## config.mk

```make
export PLATFORM = sky130hd
export DESIGN_NAME = rx_share_arbiter
export DESIGN_NICKNAME = d
export VERILOG_FILES = /design/src/rtl/rx_share_arbiter.sv
export SDC_FILE = /design/constraint.sdc
export NUM_CORES = 1
export LEC_CHECK = 0
export BUFFER_PORTS_ARGS = -buffer_cell sky130_fd_sc_hd__buf_2
export CAP_MARGIN = 20
export CORE_MARGIN = 3
export CORE_UTILIZATION = 45
export CTS_CLUSTER_SIZE = 30
export DETAILED_ROUTE_END_ITERATION = 6
export GPL_TIMING_DRIVEN = 1
export PLACE_DENSITY = 0.76
export SLEW_MARGIN = 15
export SYNTH_ARGS = -nofsm -noshare
export SYNTH_HDL_FRONTEND = slang
export SYNTH_SLANG_ARGS = --single-unit
```

## constraint.sdc

```tcl
create_clock -name clk -period 2.4 [get_ports clk]
set_clock_uncertainty 0.1 [all_clocks]
set_input_delay 0 -clock clk [delete_from_list [all_inputs] [get_ports clk]]
set_output_delay 0 -clock clk [all_outputs]
set_load 0.03 [all_outputs]
```

## src/rtl/rx_share_arbiter.sv

```systemverilog
// -----------------------------------------------------------------------------
// rx_share_arbiter
//
// Shares a single downstream subcomponent between two receive streams.
// Request beats from requester 1 and requester 2 are arbitrated round-robin
// with a bounded burst length. The source of every accepted beat is recorded
// in an in-order tag FIFO, and each returning subcomponent result is steered
// back to the requester that issued the matching beat.
//
// Ports:
//   clk, rst_n                     clock, asynchronous active-low reset
//   enable                         gates new grants (an offer in flight completes)
//   rx_valid_1/data_rx_1/rx_ready_1  requester 1 beat handshake
//   rx_valid_2/data_rx_2/rx_ready_2  requester 2 beat handshake
//   sub_valid/sub_data_rx/sub_ready  beat offered to the subcomponent
//   sub_tx_valid/sub_data_tx         result returned by the subcomponent
//   tx_valid_1/data_tx_1             result routed to requester 1 (registered)
//   tx_valid_2/data_tx_2             result routed to requester 2 (registered)
//   busy                           tags outstanding or a beat on offer
//   err                            sticky: result arrived with no tag outstanding
//
// Arbiter states:
//   state | meaning
//   ------+-----------------------------------------------------------------
//   IDLE  | no grant held; waits for enable and a valid requester
//   GNT1  | requester 1 owns the subcomponent input
//   GNT2  | requester 2 owns the subcomponent input
// -----------------------------------------------------------------------------
module rx_share_arbiter #(
  parameter int DW        = 10,
  parameter int TAG_DEPTH = 4,
  parameter int MAX_BURST = 4
) (
  input  logic          clk,
  input  logic          rst_n,
  input  logic          enable,
  input  logic          rx_valid_1,
  input  logic [DW-1:0] data_rx_1,
  output logic          rx_ready_1,
  input  logic          rx_valid_2,
  input  logic [DW-1:0] data_rx_2,
  output logic          rx_ready_2,
  output logic          sub_valid,
  output logic [DW-1:0] sub_data_rx,
  input  logic          sub_ready,
  input  logic          sub_tx_valid,
  input  logic [DW-1:0] sub_data_tx,
  output logic          tx_valid_1,
  output logic [DW-1:0] data_tx_1,
  output logic          tx_valid_2,
  output logic [DW-1:0] data_tx_2,
  output logic          busy,
  output logic          err
);

  localparam int AW = (TAG_DEPTH > 1) ? $clog2(TAG_DEPTH) : 1;
  localparam int CW = AW + 1;
  localparam int BW = $clog2(MAX_BURST + 1);

  localparam logic [CW-1:0] DEPTH_C = CW'(TAG_DEPTH);
  localparam logic [BW-1:0] BURST_C = BW'(MAX_BURST);

  typedef enum logic [1:0] {
    IDLE = 2'd0,
    GNT1 = 2'd1,
    GNT2 = 2'd2
  } state_t;

  state_t          state;
  logic [BW-1:0]   burst_cnt;
  // Tag / last-served encoding: 0 = requester 1, 1 = requester 2.
  logic            last_served;

  logic [TAG_DEPTH-1:0] tag_mem;
  logic [AW-1:0]        wr_ptr;
  logic [AW-1:0]        rd_ptr;
  logic [CW-1:0]        tag_count;

  logic          tag_not_full;
  logic          tag_not_empty;
  logic          accept;
  logic          pop;
  logic          gnt_is_2;
  logic          cur_valid;
  logic          other_valid;
  logic [BW-1:0] burst_inc;

  // ---------------------------------------------------------------------------
  // Tag FIFO status
  // ---------------------------------------------------------------------------
  assign tag_not_full  = (tag_count != DEPTH_C);
  assign tag_not_empty = (tag_count != '0);

  // ---------------------------------------------------------------------------
  // Request path: the granted requester is muxed straight through to the
  // subcomponent. Offers are withheld while the FIFO is full so that every
  // accepted beat is guaranteed a tag slot.
  // ---------------------------------------------------------------------------
  always_comb begin
    sub_valid   = 1'b0;
    sub_data_rx = '0;
    rx_ready_1  = 1'b0;
    rx_ready_2  = 1'b0;
    case (state)
      GNT1: begin
        sub_valid   = rx_valid_1 & tag_not_full;
        sub_data_rx = data_rx_1;
        rx_ready_1  = sub_ready & tag_not_full;
      end
      GNT2: begin
        sub_valid   = rx_valid_2 & tag_not_full;
        sub_data_rx = data_rx_2;
        rx_ready_2  = sub_ready & tag_not_full;
      end
      default: begin
        sub_valid   = 1'b0;
        sub_data_rx = '0;
      end
    endcase
  end

  assign accept      = sub_valid & sub_ready;
  assign gnt_is_2    = (state == GNT2);
  assign cur_valid   = gnt_is_2 ? rx_valid_2 : rx_valid_1;
  assign other_valid = gnt_is_2 ? rx_valid_1 : rx_valid_2;

  // Saturating so a long solo burst cannot wrap and hide the limit once the
  // other requester shows up.
  assign burst_inc = (burst_cnt >= BURST_C) ? BURST_C : burst_cnt + 1'b1;

  assign pop  = sub_tx_valid & tag_not_empty;
  assign busy = tag_not_empty | sub_valid;

  // ---------------------------------------------------------------------------
  // Arbiter FSM
  // The grant may only move on an accept or while nothing is offered, so an
  // offered beat is never withdrawn or swapped under the subcomponent.
  // ---------------------------------------------------------------------------
  always_ff @(posedge clk or negedge rst_n) begin
    if (!rst_n) begin
      state       <= IDLE;
      burst_cnt   <= '0;
      last_served <= 1'b1;
    end else begin
      case (state)
        IDLE: begin
          burst_cnt <= '0;
          if (enable) begin
            if (rx_valid_1 && rx_valid_2) begin
              state <= last_served ? GNT1 : GNT2;
            end else if (rx_valid_1) begin
              state <= GNT1;
            end else if (rx_valid_2) begin
              state <= GNT2;
            end
          end
        end

        GNT1, GNT2: begin
          if (accept) begin
            last_served <= gnt_is_2;
            // cur_valid is necessarily high on an accept, so only the burst
            // limit can force a hand-over here.
            if (enable && other_valid && (burst_inc == BURST_C)) begin
              state     <= gnt_is_2 ? GNT1 : GNT2;
              burst_cnt <= '0;
            end else begin
              burst_cnt <= burst_inc;
            end
          end else if (!sub_valid && !cur_valid) begin
            if (!other_valid) begin
              state     <= IDLE;
              burst_cnt <= '0;
            end else if (enable) begin
              state     <= gnt_is_2 ? GNT1 : GNT2;
              burst_cnt <= '0;
            end
          end
        end

        default: begin
          state     <= IDLE;
          burst_cnt <= '0;
        end
      endcase
    end
  end

  // ---------------------------------------------------------------------------
  // Tag FIFO (one bit per entry: which requester issued the beat)
  // ---------------------------------------------------------------------------
  always_ff @(posedge clk or negedge rst_n) begin
    if (!rst_n) begin
      tag_mem   <= '0;
      wr_ptr    <= '0;
      rd_ptr    <= '0;
      tag_count <= '0;
    end else begin
      if (accept) begin
        tag_mem[wr_ptr] <= gnt_is_2;
        wr_ptr          <= wr_ptr + 1'b1;
      end
      if (pop) begin
        rd_ptr <= rd_ptr + 1'b1;
      end
      case ({accept, pop})
        2'b10:   tag_count <= tag_count + 1'b1;
        2'b01:   tag_count <= tag_count - 1'b1;
        default: tag_count <= tag_count;
      endcase
    end
  end

  // ---------------------------------------------------------------------------
  // Response routing: one-cycle registered steer by the head tag. The data
  // registers only load for their own requester and otherwise hold.
  // ---------------------------------------------------------------------------
  always_ff @(posedge clk or negedge rst_n) begin
    if (!rst_n) begin
      tx_valid_1 <= 1'b0;
      tx_valid_2 <= 1'b0;
      data_tx_1  <= '0;
      data_tx_2  <= '0;
      err        <= 1'b0;
    end else begin
      tx_valid_1 <= 1'b0;
      tx_valid_2 <= 1'b0;
      if (pop) begin
        if (tag_mem[rd_ptr]) begin
          tx_valid_2 <= 1'b1;
          data_tx_2  <= sub_data_tx;
        end else begin
          tx_valid_1 <= 1'b1;
          data_tx_1  <= sub_data_tx;
        end
      end
      if (sub_tx_valid && !tag_not_empty) begin
        err <= 1'b1;
      end
    end
  end

endmodule

```

==> flow_summary.yaml, run 1 <==
grt:
  gr-total-overflow: 0
  grt_pass1_vias: 1575
  grt_start_max_net_pins: 41
  grt_usage_pct: 17.4
  grt_pass1_wl_mm: 7.28
  antenna_found_initial: 0
detailed_routing:
  drt_pass1_iterations: 3
  drt_iter0_markers: 48
  ant_nets: 0
  drc: 0
  avgViaCountPerCell: 4.96
  route.detailed.wl_per_inst_um: 14.2
  wl_mm: 4.71
  num_vias: 1642
timing:
  fin_hold_ws_ns: 0.0569
  max_slew.worst_pin.slew_ns: 0.878
  fmax_ghz: 0.428
  setup_viol: 0
  finalCritPeriodShare_pct: 97.3
  setup_slack_ns: 0.0649
  finalMaxSlewViolations: 0
  slew_headroom_pct: 41.5
  period_minus_slack_ns: 2.34
  hold_viol: 0
  finalSetupTns_ns: 0
floorplan:
  rows: 24
  start_util_pct: 47.5
  die_w_um: 74.2
  die_y_um: 74.2
  pin_count: 74
  dieArea_um2: 5510
  coreArea_um2: 4410
critical_path:
  crit_type: "reg -> reg"
  endpoint_kind: "register"
  crit_path_max_fanout: 5
  start_kind: "register"
  cp_data_arrival_time_ns: 2.45
  cp_data_required_time_ns: 2.51
hold_path:
  min-delay-path-class: "in -> reg"
clock_network:
  cts.clk_slew.worst_paths_ns: 0.08
  cts_tree: "built"
  cts.sinks: 40
  cts.path.max_buffers: 2
  h-tree-depth: 2
  cts_buffers: 5
  clk_latency_ns: 0.29
  root_buffer: "clkbuf_8"
place:
  port_buffers: 73
  gp_congestion: 0.868
  post-place-ws_ns: 0.0209
  place_hpwl_mm: 3.18
synth:
  yosysWarnings: 0
  yosys_register_bits: 40
  synth.area.top_cells: "dfrtp_1, mux2_2, ha_1"
  yosysTopAreaCell: "dfrtp_1"
  ys.flop_type: "dfrtp_1"
  ys_types: 39
  synth_edf_count: 0
  ys_seq_area_share_pct: 47.8
  syn_inst: 178
  avgSynthCellArea_um2: 11.8
  synth_top_area_share_pct: 46.6
  syn-cell-area_um2: 2100
  synth_nets: 227
  ys_async_sr_fraction_pct: 100
cells_and_area:
  drive_gt1_share_pct: 48.4
  nets: 327
  fillers: 359
  antennaDiodeCount: 0
  area_growth_pct: 36.4
  fin_util_pct: 64.8
power_and_ir_drop:
  cellPowerDensity_nw_per_um2: 1460
  leakage_nw: 1.42
  vdd_drop_max_v: 0.000849
run:
  max_cap_violations: 0
status:
  run_status: "finished, final reports clean"
-- cells in the mapped netlist (2+ instances only) --
| cell type | count |
|---|---|
| nand2b_1 | 2 |
| xor2_1 | 2 |
| buf_2 | 3 |
| a21oi_1 | 5 |
| o21ai_0 | 5 |
| nand2_1 | 14 |
| nor2b_1 | 13 |
| mux2_4 | 2 |
| nor2_1 | 2 |
| inv_1 | 12 |
| clkbuf_1 | 3 |
| xnor2_1 | 4 |
| ha_1 | 11 |
| dfrtp_1 | 39 |
| mux2_2 | 26 |
| a22oi_1 | 10 |
| and3_1 | 3 |
-- logic make-up after synthesis --
| family | after synthesis | share of synthesized area [%] |
|---|---|---|
| adders and majority gates | 12 | 7.52 |
| xor gates and xnor gates | 6 | 2.51 |
| buffers and inverters | 20 | 4.36 |
| muxes | 30 | 17.0 |
| and+or+nand+nor | 44 | 12.2 |
| AOI/OAI and AO/OA | 26 | 8.60 |
| DFF | 40 | 47.8 |
-- flip-flops by register name, summed over array words and instances, names as in the netlist --
name	cells
state	2
burst_cnt	3
tag_mem	4
data_tx_1	10
err	1
tag_count	3
rd_ptr	2
tx_valid_2	1
last_served	1
data_tx_2	10
tx_valid_1	1
wr_ptr	2
-- routing by layer --
| layer | routed length, um | vias up | part of all wire [%] | GRT usage [%] |
|---|---|---|---|---|
| met5 | 0 | - | 0 | 0 |
| met4 | 51 | 0 | 1.1 | 4.74 |
| met3 | 315 | 6 | 6.7 | 6.62 |
| met2 | 2340 | 47 | 50 | 29.8 |
| met1 | 2000 | 780 | 43 | 20.4 |
| li1 | - | 809 | - | - |
-- repair_timing --
item                                    CTS  global route
pin swaps                                 0             5
hold endpoints to repair                 63             0
hold buffers                             14             0
gates resized for setup                   0             2
setup buffers                             1             6
endpoints found under the setup margin    1             1
-- critical path, cell delays in order, from the launching register on --
cell and delay (ns):
dfrtp_1 0.41, or3b_4 0.42, and2_4 0.16, nor2b_4 0.13, clkinv_4 0.07, ha_4 0.14
inv_1 0.05, fa_2 0.33, xor2_1 0.15, nor2_1 0.12, xor2_1 0.18
-- per-stage QoR --
stage	cells	total power, mW	instance area (um2)
floorplan	178	2.89	2110
global placement	302	3.45	2540
detailed placement	302	3.50	2540
CTS	325	4.10	2800
global route	331	4.44	2860
finish	331	4.17	2860
-- report_power, final --
group          total [mW]  switching [mW]  internal (mW)
logic                2.43            1.38           1.05
clock network       0.555           0.247          0.308
registers            1.18           0.184          0.999
total                4.17            1.81           2.35
-- path summary, 6_finish.rpt --
kind                       depth (start not counted)                        to                startpoint  slack (ns)
max                                               10  tag_count[2]$_DFFE_PN0P_  tag_count[0]$_DFFE_PN0P_        0.06
min                                                4   last_served$_DFFE_PN1P_                 sub_ready        0.06
max reg2reg                                       10  tag_count[2]$_DFFE_PN0P_  tag_count[0]$_DFFE_PN0P_        0.06
min reg2reg                                        1           err$_DFFE_PN0P_           err$_DFFE_PN0P_        0.36
max in group asynchronous                          2  data_tx_2[5]$_DFFE_PN0P_                     rst_n        1.38
min in group asynchronous                          2  data_tx_1[9]$_DFFE_PN0P_                     rst_n        0.27
-- final cells by class --
type                            instances  area (um2)  share of cell area [%]
Multi-Input combinational cell        118        1020                    35.8
Sequential cell                        40        1000                    35.1
Timing Repair Buffer                  100         603                    21.1
Clock buffer                            5        68.8                    2.41
Tap cell                               52        65.1                    2.28
Inverter                               13        53.8                    1.88
Clock inverter                          3        42.5                    1.49
-- cell usage in the layout, fill, tap and decap left out, drive strengths merged, types with 2 or more instances in the layout --
master,n
xnor2,4
a21oi,5
nand2,16
ha,11
clkinv,2
a22oi,10
o21ai,5
buf,86
nand2b,2
nor2,2
dfrtp,39
clkbuf,5
nor2b,14
inv,12
mux2,28
xor2,2
dlygate4sd3,14
and3,3
No activity file was read; power rests on OpenSTA's default activity.
==> run 2, diff against run 1 <==
==> constraint.sdc (replaced) <==
create_clock -name clk -period 2.4 [get_ports clk]
set_clock_uncertainty 0.1 [all_clocks]
set_input_delay 0.48 -clock clk [delete_from_list [all_inputs] [get_ports clk]]
set_output_delay 0.48 -clock clk [all_outputs]
set_load 0.03 [all_outputs]
==> run 2 against run 1 <==
Net effect:
- sequential cell count unchanged
- largest cell class unchanged
- fmax up 2.9%
- highest routed layer unchanged
- critical endpoint unchanged
- routed wire length down 8.5%
- worst hold slack better by 0.14 ns
- combinational power down 2%
- non-clock buffer count down 17
==> flow_summary.yaml, run 2 (synthesis gave the netlist of run 1 again) <==
run:
  max_cap_violations: 0
power_and_ir_drop:
  cellPowerDensity_nw_per_um2: 1520
  leakage_nw: 1.35
  vdd_drop_max_v: 0.000932
cells_and_area:
  area_growth_pct: 29.2
  final_cell_mix: "buf_2, dfrtp_1, mux2_2"
  multi_input_area_um2: 1030
  finalInstanceArea_um2: 2710
  seq_area_um2: 1000
  drive_gt1_share_pct: 51.1
  fin_util_pct: 61.3
  antennaDiodeCount: 0
  nets: 310
  final_cell_count_no_fill: 314
  fillers: 356
  mostFrequentLayoutCell: "buf_2"
  reg_top3: "data_tx_1 (10), data_tx_2 (10), tag_mem (4)"
grt:
  grt_usage_pct: 16.8
  gr-total-overflow: 0
  grt_pass1_vias: 1609
  grt_pass1_wl_mm: 7.11
  antenna_found_initial: 0
  grt_start_max_net_pins: 41
detailed_routing:
  num_vias: 1581
  drt_iter0_markers: 36
  drc: 0
  avgViaCountPerCell: 5.04
  route.detailed.wl_per_inst_um: 13.7
  wl_mm: 4.31
  ant_nets: 0
  drt_pass1_iterations: 4
critical_path:
  crit_top_cell: "xor2_1"
  crit_type: "reg -> reg"
  crit_path_max_fanout: 5
  r2r_setup_slack_ns: 0.13
  cp_data_required_time_ns: 2.51
  reg2reg_from: "tag_count[0]$_DFFE_PN0P_"
  crit_family: "simple AND/OR/NAND/NOR gates"
  timing.critical_path.buf_inv: 2
  cp_data_arrival_time_ns: 2.38
  crit_chain: "or3b_4 -> and2_4 -> nor2b_4 -> clkinv_4 -> ha_4 -> inv_2 -> fa_2 -> xor2_1 -> nor2_1 -> xor2_1"
  endpoint_kind: "register"
  crit_slowest_cell: "dfrtp_1"
  start_kind: "register"
  reg2regPathDepth: 10
  slowest_delay_ns: 0.40
  r2r-end: "tag_count[2]$_DFFE_PN0P_"
floorplan:
  coreArea_um2: 4410
  dieArea_um2: 5510
  rows: 24
  start_util_pct: 47.5
  die_w_um: 74.2
  pin_count: 74
  die_y_um: 74.2
place:
  gp_congestion: 0.838
  place_hpwl_mm: 3.25
  place_area_um2: 2540
  port_buffers: 73
  dp_cells: 302
timing:
  finalSetupTns_ns: 0
  fin_hold_ws_ns: 0.192
  hold_viol: 0
  setup_viol: 0
  max_slew.worst_pin.slew_ns: 0.870
  fmax_ghz: 0.441
  period_minus_slack_ns: 2.27
  slew_headroom_pct: 42.0
  finalCritPeriodShare_pct: 94.5
  finalMaxSlewViolations: 0
  rsz0062_at_grt: "yes"
hold_path:
  min-delay-path-class: "in -> async"
clock_network:
  cts.sinks: 40
  h-tree-depth: 2
  cts_tree: "built"
  postCtsHoldBufs: 0
  cts.clk_slew.worst_paths_ns: 0.08
  clk_latency_ns: 0.29
  cts_buffers: 5
  cts.path.max_buffers: 2
  root_buffer: "clkbuf_8"
status:
  run_status: "finished, final reports clean"
-- run 2: through the flow --
stage                     power, mW  setup WS, ns
after global routing           4.40       -0.0299
after global placement         3.45        0.0944
after CTS                      4.08        0.0111
after detailed placement       3.51        0.0219
after floorplan                2.89        0.0232
final                          4.11         0.131
-- run 2: how the worst max path moves through the flow --
stage	slack, ns	to	start	cells after the start
after CTS	0.01	tag_count[2]$_DFFE_PN0P_	tag_count[0]$_DFFE_PN0P_	10
after floorplan	0.02	tag_count[2]$_DFFE_PN0P_	state[0]$_DFFE_PN0P_	13
after global placement	0.09	tag_count[2]$_DFFE_PN0P_	tag_count[1]$_DFFE_PN0P_	10
final	0.13	tag_count[2]$_DFFE_PN0P_	tag_count[0]$_DFFE_PN0P_	10
after global routing	-0.03	tag_count[2]$_DFFE_PN0P_	state[0]$_DFFE_PN0P_	12
after detailed placement	0.02	tag_count[2]$_DFFE_PN0P_	tag_count[1]$_DFFE_PN0P_	10
-- run 2: area by class of cell --
type | count | area share [%]
Clock buffer | 5 | 2.54
Inverter | 13 | 1.99
Timing Repair Buffer | 83 | 16.3
Clock inverter | 3 | 1.57
Multi-Input combinational cell | 118 | 38.2
Tap cell | 52 | 2.40
Sequential cell | 40 | 37.1
-- run 2: per-layer routing --
layer / up-vias / share of wire [%] / track usage [%] / wire, um
met4: 0 / 1.1 / 5.53 / 46
met3: 5 / 8.8 / 6.08 / 379
li1: 778 / - / - / -
met5: - / 0 / 0 / 0
met2: 49 / 49 / 28.7 / 2120
met1: 749 / 41 / 19.6 / 1760
-- run 2: where the power goes --
group	switching (mW)	total (mW)	internal, mW
registers	0.181	1.18	1.00
logic	1.37	2.38	1.01
clock network	0.233	0.540	0.307
-- run 2: timing repair --
| action | CTS | global route |
|---|---|---|
| gates resized for setup | 0 | 5 |
| buffers inserted | 1 | 3 |
| setup endpoints to repair | 1 | 1 |
| pin swaps | 0 | 4 |
==> run 3, diff against run 2 <==
--- a/config.mk
+++ b/config.mk
@@ -6,13 +6,14 @@
 export NUM_CORES = 1
 export LEC_CHECK = 0
 export BUFFER_PORTS_ARGS = -buffer_cell sky130_fd_sc_hd__buf_2
-export CAP_MARGIN = 20
+export CELL_PAD_IN_SITES_DETAIL_PLACEMENT = 0
+export CELL_PAD_IN_SITES_GLOBAL_PLACEMENT = 1
 export CORE_MARGIN = 3
-export CORE_UTILIZATION = 45
+export CORE_UTILIZATION = 34
 export CTS_CLUSTER_SIZE = 30
 export DETAILED_ROUTE_END_ITERATION = 6
 export GPL_TIMING_DRIVEN = 1
-export PLACE_DENSITY = 0.76
+export PLACE_DENSITY_LB_ADDON = 0.1
 export SLEW_MARGIN = 15
 export SYNTH_ARGS = -nofsm -noshare
 export SYNTH_HDL_FRONTEND = slang
==> run 3 against run 2 <==
Net effect:
- final cell count grew 7.0%
- final area is 0.79% higher
- fmax is 1.2% lower
- register-to-register slack worse by 0.03 ns
- routed wire length increased by 4.4%
- combinational power shrank 2%
- largest cell class unchanged
- highest routed layer unchanged
==> flow_summary.yaml, run 3 (synthesis gave the netlist of run 1 again) <==
power_and_ir_drop:
  cellPowerDensity_nw_per_um2: 1490
  pwr-share-clk_pct: 13.4
  netSwitchingPower_mw: 1.75
  switching_share_pct: 43.2
  p_comb_share_pct: 57.7
  power.internal_mw: 2.30
  leakage_nw: 1.35
  vdd_drop_max_v: 0.000595
  seqPwrFrac_pct: 28.8
clock_network:
  clk_latency_ns: 0.29
  cts_buffers: 5
  h-tree-depth: 2
  cts.sinks: 40
  cts_tree: "built"
  cts.clk_slew.worst_paths_ns: 0.08
  root_buffer: "clkbuf_8"
  cts.path.max_buffers: 2
detailed_routing:
  avgViaCountPerCell: 4.60
  wl_mm: 4.50
  num_vias: 1546
  drt_iter0_markers: 45
  drt_pass1_iterations: 4
  wl_met2_mm: 2.18
  ant_nets: 0
  drc: 0
  m1WireLength_mm: 2.06
  met3_length_um: 183
  route.detailed.wl_per_inst_um: 13.4
  highest_layer: "met4"
floorplan:
  die_y_um: 84.5
  coreArea_um2: 5740
  die_w_um: 84.5
  dieArea_um2: 7140
  rows: 27
  pin_count: 74
  start_util_pct: 36.5
place:
  gp_congestion: 0.859
  port_buffers: 73
  post-place-ws_ns: 0.0838
  dp_cells: 324
  place_hpwl_mm: 3.45
cells_and_area:
  area_growth_pct: 30.2
  nets: 312
  antennaDiodeCount: 0
  fin_util_pct: 47.5
  fillers: 557
  drive_gt1_share_pct: 50.8
  final_cell_count_no_fill: 336
  final_cell_mix: "buf_2, dfrtp_1, mux2_2"
  reg_top3: "data_tx_1 (10), data_tx_2 (10), tag_mem (4)"
  mostFrequentLayoutCell: "buf_2"
grt:
  grt_pass1_vias: 1576
  grt_pass1_wl_mm: 7.75
  grt_start_max_net_pins: 41
  antenna_found_initial: 0
  grt_usage_pct: 13.4
  gr-total-overflow: 0
timing:
  fmax_ghz: 0.436
  slew_headroom_pct: 67.4
  finalCritPeriodShare_pct: 95.6
  setup_viol: 0
  rsz0062_at_grt: "yes"
  setup_slack_ns: 0.105
  hold_viol: 0
  period_minus_slack_ns: 2.30
  finalMaxSlewViolations: 0
  max_slew.worst_pin.slew_ns: 0.489
critical_path:
  cp_data_required_time_ns: 2.52
  start_kind: "register"
  reg2reg_from: "tag_count[1]$_DFFE_PN0P_"
  endpoint_kind: "register"
  crit_type: "reg -> reg"
  r2r_setup_slack_ns: 0.10
  reg2regPathDepth: 10
  cp_data_arrival_time_ns: 2.41
  crit_path_max_fanout: 4
  r2r-end: "tag_count[2]$_DFFE_PN0P_"
run:
  max_cap_violations: 0
status:
  run_status: "finished, final reports clean"
hold_path:
  min-delay-path-class: "in -> async"
run 3: changes by cell type in the layout (fill, tap and decap cells not counted), sizes merged:
cell and change:
buf +2
run 3: area by class of cell:
cell class | instances | area [um2] | share of cell area, %
multi-input combinational | 118 | 1020 | 37.2
sequential | 40 | 1000 | 36.7
timing repair buffer | 85 | 455 | 16.7
tap | 72 | 90.1 | 3.30
clock buffer | 5 | 68.8 | 2.52
inverter | 13 | 53.8 | 1.97
clock inverter | 3 | 42.5 | 1.56
run 3: timing repair:
action                     in CTS  in global routing
hold endpoints to repair        0                  0
hold buffers                    0                  0
resized for setup               0                  1
setup endpoints to repair       0                  2
setup buffers                   0                  4
run 3: power groups by stage:
| stage | clock (mW) | sequential, mW | combinational [mW] |
|---|---|---|---|
| floorplan | 0 | 1.56 | 1.34 |
| global placement | 0 | 1.18 | 2.34 |
| detailed placement | 0 | 1.19 | 2.32 |
| CTS | 0.572 | 1.18 | 2.33 |
| global route | 0.600 | 1.22 | 2.55 |
| finish | 0.545 | 1.17 | 2.34 |
run 3: per-stage QoR:
| step | cell area, um2 | total power, mW | hold slack (ns) | setup TNS, ns |
|---|---|---|---|---|
| floorplan | 2110 | 2.89 | 0.0844 | 0 |
| global placement | 2580 | 3.52 | 0.335 | 0 |
| detailed placement | 2580 | 3.51 | 0.345 | 0 |
| CTS | 2700 | 4.08 | 0.147 | 0 |
| global route | 2730 | 4.37 | 0.169 | -0.0167 |
| finish | 2730 | 4.06 | 0.131 | 0 |
run 3: how the worst max path moves through the flow:
stage / start / to / slack (ns) / cells past startpoint
4_1_cts: tag_count[1]$_DFFE_PN0P_ / tag_count[2]$_DFFE_PN0P_ / 0.07 / 10
3_5_place_dp: tag_count[1]$_DFFE_PN0P_ / tag_count[2]$_DFFE_PN0P_ / 0.08 / 10
5_1_grt: tag_count[1]$_DFFE_PN0P_ / tag_count[2]$_DFFE_PN0P_ / -0.02 / 10
2_1_floorplan: state[0]$_DFFE_PN0P_ / tag_count[2]$_DFFE_PN0P_ / 0.02 / 13
6_report: tag_count[1]$_DFFE_PN0P_ / tag_count[2]$_DFFE_PN0P_ / 0.10 / 10
3_3_place_gp: tag_count[1]$_DFFE_PN0P_ / tag_count[2]$_DFFE_PN0P_ / 0.11 / 10
run 3: worst max-delay path, stage by stage, from the launching register on:
cell	delay, ns
dfrtp_1	0.41
or3b_4	0.42
and2_4	0.18
nor2b_4	0.13
clkinv_4	0.04
ha_2	0.17
inv_1	0.05
fa_2	0.33
xor2_1	0.14
nor2_1	0.11
xor2_1	0.14
run 3: layer usage:
layer | vias to the layer above | GRT usage, %
li1 | 777 | -
met1 | 732 | 17.8
met2 | 28 | 21.1
met3 | 9 | 3.63
met4 | 0 | 4.75
met5 | - | 0
